## config.mk

```make
export PLATFORM = sky130hd
export DESIGN_NAME = divider
export DESIGN_NICKNAME = d
export VERILOG_FILES = /design/src/rtl/divider.sv
export SDC_FILE = /design/constraint.sdc
export NUM_CORES = 1
export LEC_CHECK = 0
export ABC_AREA = 1
export BUFFER_PORTS_ARGS = -buffer_cell sky130_fd_sc_hd__buf_2
export CAP_MARGIN = 10
export CELL_PAD_IN_SITES_DETAIL_PLACEMENT = 0
export CELL_PAD_IN_SITES_GLOBAL_PLACEMENT = 1
export CORE_ASPECT_RATIO = 0.6
export CORE_MARGIN = 2
export CORE_UTILIZATION = 44
export DETAILED_ROUTE_END_ITERATION = 10
export PLACE_DENSITY = 0.83
export SKIP_CTS_REPAIR_TIMING = 1
export SYNTH_ARGS = -nofsm -noshare
export SYNTH_HDL_FRONTEND = slang
export SYNTH_SLANG_ARGS = --single-unit
```

## constraint.sdc

```tcl
create_clock -name i_clk -period 5.6 [get_ports i_clk]
set_clock_uncertainty 0.15 [all_clocks]
set_input_delay 0.28 -clock i_clk [delete_from_list [all_inputs] [get_ports i_clk]]
set_output_delay 0.28 -clock i_clk [all_outputs]
set_load 0.005 [all_outputs]
```

## src/rtl/divider.sv

```systemverilog
// Radix-2 restoring integer divider for RV32M DIV/DIVU/REM/REMU.
// One quotient bit per cycle; valid/ready handshake on request and result.
module divider #(
    parameter int XLEN = 32
) (
    input  logic            i_clk,
    input  logic            i_rst,
    input  logic            i_valid,
    output logic            o_ready,
    input  logic [1:0]      i_op,
    input  logic [XLEN-1:0] i_A,
    input  logic [XLEN-1:0] i_B,
    input  logic            i_kill,
    output logic            o_valid,
    input  logic            i_ready,
    output logic [XLEN-1:0] o_out
);

    localparam int CNT_W = $clog2(XLEN);

    typedef enum logic [1:0] {IDLE, RUN, FIX, DONE} state_t;

    state_t            state_q, state_d;
    logic [CNT_W-1:0]  cnt_q, cnt_d;
    logic              ready_q, ready_d;
    logic              valid_q, valid_d;
    logic [XLEN-1:0]   out_q, out_d;
    logic              rem_op_q, rem_op_d;
    logic              neg_quo_q, neg_quo_d;
    logic              neg_rem_q, neg_rem_d;
    logic [XLEN-1:0]   rem_q, rem_d;
    logic [XLEN-1:0]   quo_q, quo_d;
    logic [XLEN-1:0]   dvs_q, dvs_d;

    logic              accept;
    logic              sign_a, sign_b;
    logic              ovf_case;
    logic [XLEN:0]     shifted;
    logic              ge;
    logic [XLEN-1:0]   diff;

    function automatic logic [XLEN-1:0] cond_neg(input logic [XLEN-1:0] v, input logic neg);
        return neg ? (~v + {{(XLEN-1){1'b0}}, 1'b1}) : v;
    endfunction

    assign accept   = i_valid && ready_q && !i_kill;
    assign sign_a   = !i_op[0] && i_A[XLEN-1];
    assign sign_b   = !i_op[0] && i_B[XLEN-1];
    assign ovf_case = !i_op[0] && (i_A == {1'b1, {(XLEN-1){1'b0}}}) && (i_B == {XLEN{1'b1}});

    // Partial remainder stays below the divisor, so the XLEN-bit difference is exact when ge.
    assign shifted = {rem_q, quo_q[XLEN-1]};
    assign ge      = shifted >= {1'b0, dvs_q};
    assign diff    = shifted[XLEN-1:0] - dvs_q;

    always_comb begin
        state_d   = state_q;
        cnt_d     = cnt_q;
        ready_d   = ready_q;
        valid_d   = valid_q;
        out_d     = out_q;
        rem_op_d  = rem_op_q;
        neg_quo_d = neg_quo_q;
        neg_rem_d = neg_rem_q;
        rem_d     = rem_q;
        quo_d     = quo_q;
        dvs_d     = dvs_q;

        case (state_q)
            IDLE: begin
                if (accept) begin
                    rem_op_d  = i_op[1];
                    neg_quo_d = sign_a ^ sign_b;
                    neg_rem_d = sign_a;
                    ready_d   = 1'b0;
                    if (i_B == '0) begin
                        out_d   = i_op[1] ? i_A : {XLEN{1'b1}};
                        valid_d = 1'b1;
                        state_d = DONE;
                    end else if (ovf_case) begin
                        out_d   = i_op[1] ? '0 : i_A;
                        valid_d = 1'b1;
                        state_d = DONE;
                    end else begin
                        cnt_d   = CNT_W'(XLEN - 1);
                        rem_d   = '0;
                        quo_d   = cond_neg(i_A, sign_a);
                        dvs_d   = cond_neg(i_B, sign_b);
                        state_d = RUN;
                    end
                end
            end
            RUN: begin
                rem_d = ge ? diff : shifted[XLEN-1:0];
                quo_d = {quo_q[XLEN-2:0], ge};
                cnt_d = cnt_q - {{(CNT_W-1){1'b0}}, 1'b1};
                if (cnt_q == '0) begin
                    state_d = FIX;
                end
            end
            FIX: begin
                out_d   = rem_op_q ? cond_neg(rem_q, neg_rem_q) : cond_neg(quo_q, neg_quo_q);
                valid_d = 1'b1;
                state_d = DONE;
            end
            DONE: begin
                if (i_ready) begin
                    valid_d = 1'b0;
                    ready_d = 1'b1;
                    state_d = IDLE;
                end
            end
            default: begin
                state_d = IDLE;
                ready_d = 1'b1;
                valid_d = 1'b0;
            end
        endcase

        // A flush wins over everything, including a pending result handshake.
        if (i_kill) begin
            state_d = IDLE;
            ready_d = 1'b1;
            valid_d = 1'b0;
        end
    end

    always_ff @(posedge i_clk) begin
        if (i_rst) begin
            state_q <= IDLE;
            cnt_q   <= '0;
            ready_q <= 1'b1;
            valid_q <= 1'b0;
            out_q   <= '0;
        end else begin
            state_q <= state_d;
            cnt_q   <= cnt_d;
            ready_q <= ready_d;
            valid_q <= valid_d;
            out_q   <= out_d;
        end
        rem_op_q  <= rem_op_d;
        neg_quo_q <= neg_quo_d;
        neg_rem_q <= neg_rem_d;
        rem_q     <= rem_d;
        quo_q     <= quo_d;
        dvs_q     <= dvs_d;
    end

    assign o_ready = ready_q;
    assign o_valid = valid_q;
    assign o_out   = out_q;

endmodule
```

==> flow_metrics.env <==
export IMPL_status="completed"
export IMPL_rsz0062_at_grt="false"
export IMPL_critical_path_class="input port to register"
export IMPL_clk_insertion_delay_late_ns=0.44
export IMPL_r2r_worst_path_cells=13
export IMPL_hp_class="input port to register"
export IMPL_power_mw=3.18
export IMPL_cp_max_fo=36
export IMPL_yosysMostFrequentCell="nand2_1"
export IMPL_finalInstanceArea_um2=13800
export IMPL_boundaryPins=105
export IMPL_drc=0
export IMPL_die_x_um=221
export IMPL_ys_warn_count=0
export IMPL_cp_data_arrival_time_ns=3.71
export IMPL_slew_headroom_pct=32.3
export IMPL_synthCells=1962
export IMPL_synth_largest_area_cell="edfxtp_1"
export IMPL_grt_max_degree=96
export IMPL_setup_slack_ns=1.88
export IMPL_highest_signal_layer="met5"
export IMPL_switchingPower_mw=1.11
export IMPL_cp_depth=13
export IMPL_path_cells="dlygate4sd3_1 > buf_2 > inv_1 > ha_1 > nand3_2 > nor3_4 > nand4_4 > nand3_1 > inv_1 > buf_4 > nor2_2 > inv_2 > buf_4"
export IMPL_final_net_count=2146
export IMPL_cts_root_buffer="clkbuf_16"
export IMPL_worstMarginPinSlew_ns=1.02
export IMPL_finalSetupViolations=0
export IMPL_internal_power_mw=2.07
export IMPL_multi_input_comb_area_um2=7590
export IMPL_avgSynthCellArea_um2=6.34
export IMPL_path_clk_slew_ns=0.06
export IMPL_cts_tree="yes"
export IMPL_drv_slew=0
export IMPL_end_kind="register"
export IMPL_fp_dieH_um=134
export IMPL_period_needed_ns=3.72
export IMPL_ys_seq_elements=140
export IMPL_synth_cell_type_count=44
export IMPL_clockBufferDepth=2
export IMPL_max_freq_ghz=0.269
export IMPL_seq_power_share_pct=39.0
export IMPL_nFillCells=2857
export IMPL_drive_gt1_share_pct=8.71
export IMPL_hpwlAfterDp_mm=39.5
export IMPL_rows=47
export IMPL_required_ns=5.59
export IMPL_drv_cap=0
export IMPL_grt_pass1_vias=12000
export IMPL_dieArea_um2=29700
export IMPL_synth_edf_count=99
export IMPL_diodes=0
export IMPL_wl_per_cell_um=20.5
export IMPL_drtIter0Drc=1793
export IMPL_via_count=13700
export IMPL_switching_share_pct=34.8
export IMPL_pre_cts_ws_ns=1.97
export IMPL_clkPwrFrac_pct=36.7
export IMPL_peakVddDrop_uv=168
export IMPL_critical_path_top_delay_family="buffers and inverters"
export IMPL_core_um2=27700
export IMPL_gp_congestion=1.01
export IMPL_synth_top_area_share_pct=23.9
export IMPL_max_stage_delay_ns=0.52
export IMPL_grtUsageTotal_pct=33.0
export IMPL_grt_overflow=0
export IMPL_final_period_utilization_pct=66.4
export IMPL_antenna_left=0
export IMPL_dr_wl_met2_mm=16.8
export IMPL_dr_wl_met3_mm=7.49
export IMPL_grt_pass1_wl_mm=73.4
export IMPL_synth_area_leaders="edfxtp_1, nand2_1, nor2_1"
export IMPL_antenna_found_initial=1
export IMPL_areaGrowthSynthToFinish_pct=11.2
export IMPL_cts_buffers=17
export IMPL_placed_area_um2=13200
export IMPL_power_density_nw_per_um2=230
export IMPL_wl_met1_mm=24.6
export IMPL_yosysSeqAreaShare_pct=30.5
export IMPL_synthFlopType="edfxtp_1"
export IMPL_worst_hold_slack_ns=0.0253
export IMPL_tns_ns=0
export IMPL_async_flop_share_pct=0
export IMPL_final_seq_area_um2=3790
export IMPL_start_kind="input port"
export IMPL_crit_buf_inv=7
export IMPL_routed_via_density=5.70
export IMPL_initial_core_util_pct=44.9
export IMPL_hold_violations=0
export IMPL_comb_power_share_pct=24.3
export IMPL_totalWireLength_mm=49.3
export IMPL_htree_levels=4
export IMPL_ys_top_cells_by_count="nand2_1, nor2_1, inv_1"
export IMPL_portBuffers=104
export IMPL_syn_area_um2=12400
export IMPL_crit_path_top_delay_cell="dlygate4sd3_1"
export IMPL_worstHoldPathCells=2
export IMPL_clock_sinks=140
export IMPL_synth_fp_nets=2077
export IMPL_firstDrtPassIters=6
export IMPL_p_leak_nw=6.38
-- state kept, by name, indices dropped and copies added, names as in the netlist --
register,count
cnt_q,5
dvs_q,32
neg_quo_q,1
neg_rem_q,1
o_out,32
o_ready,1
o_valid,1
quo_q,32
rem_op_q,1
rem_q,32
state_q,2
-- per-stage QoR --
stage	instances	utilization (%)
after CTS	2409	49.9
after global routing	2411	50.0
after floorplan	1962	-
after global placement	2377	47.8
final	2411	50.0
after detailed placement	2377	47.8
-- per-layer routing --
metal / vias to the layer above / track usage (%)
met3: 36 / 15.2
met5: - / 0
met1: 6293 / 52.7
met4: 2 / 5.26
met2: 725 / 38.5
li1: 6685 / -
-- final timing paths --
kind	from	end	slack (ns)
setup / recovery	i_B[0]	quo_q[5]$_DFFE_PP_	1.88
setup reg to reg	rem_q[22]$_SDFFCE_PN0P_	quo_q[0]$_DFFE_PP_	1.96
hold / removal	i_rst	o_out[24]$_SDFFE_PP0P_	0.03
hold reg to reg	o_out[29]$_SDFFE_PP0P_	o_out[29]$_SDFFE_PP0P_	0.33
-- power groups by stage --
stage | Clock [mW] | Combinational, mW | Sequential, mW
finish | 1.17 | 0.773 | 1.24
global route | 1.22 | 0.851 | 1.24
CTS | 1.17 | 0.744 | 1.24
detailed placement | 0 | 0.740 | 1.26
global placement | 0 | 0.739 | 1.26
floorplan | 0 | 0.486 | 1.23
-- final cells by class --
cell class / count / share of cell area (%)
multi-input cells: 1549 / 54.8
flip-flops and latches: 140 / 27.4
inverters: 203 / 5.50
repair buffers: 120 / 4.66
well taps: 367 / 3.32
clock buffers: 17 / 3.07
clock inverters: 15 / 1.19
-- logic make-up (layout without fill, tap and decap cells) --
group / after synthesis / after routing / share of synthesized area [%]
simple gates: 1123 / 1123 / 38.4
fa+ha+maj: 44 / 44 / 4.48
compound gates: 323 / 323 / 13.9
flops: 140 / 140 / 30.5
xor+xnor: 59 / 59 / 4.15
buf+inv: 273 / 355 / 8.58
-- cell usage in the layout, fill, tap and decap left out, types with 7 or more instances in the layout --
| cell type | instances |
|---|---|
| nand2_1 | 513 |
| nor2_1 | 300 |
| inv_1 | 199 |
| nand3_1 | 188 |
| o21ai_0 | 143 |
| a21oi_1 | 110 |
| buf_2 | 104 |
| edfxtp_1 | 99 |
| nand4_1 | 50 |
| ha_1 | 42 |
| xor2_1 | 41 |
| dfxtp_1 | 41 |
| o211ai_1 | 28 |
| nor3_1 | 26 |
| o21ai_1 | 20 |
| xnor2_1 | 18 |
| clkbuf_16 | 17 |
| buf_4 | 14 |
| nand3b_1 | 12 |
| nor2_2 | 9 |
| nor4_1 | 7 |
| or2_2 | 7 |
No activity file was read; power rests on OpenSTA's default activity.
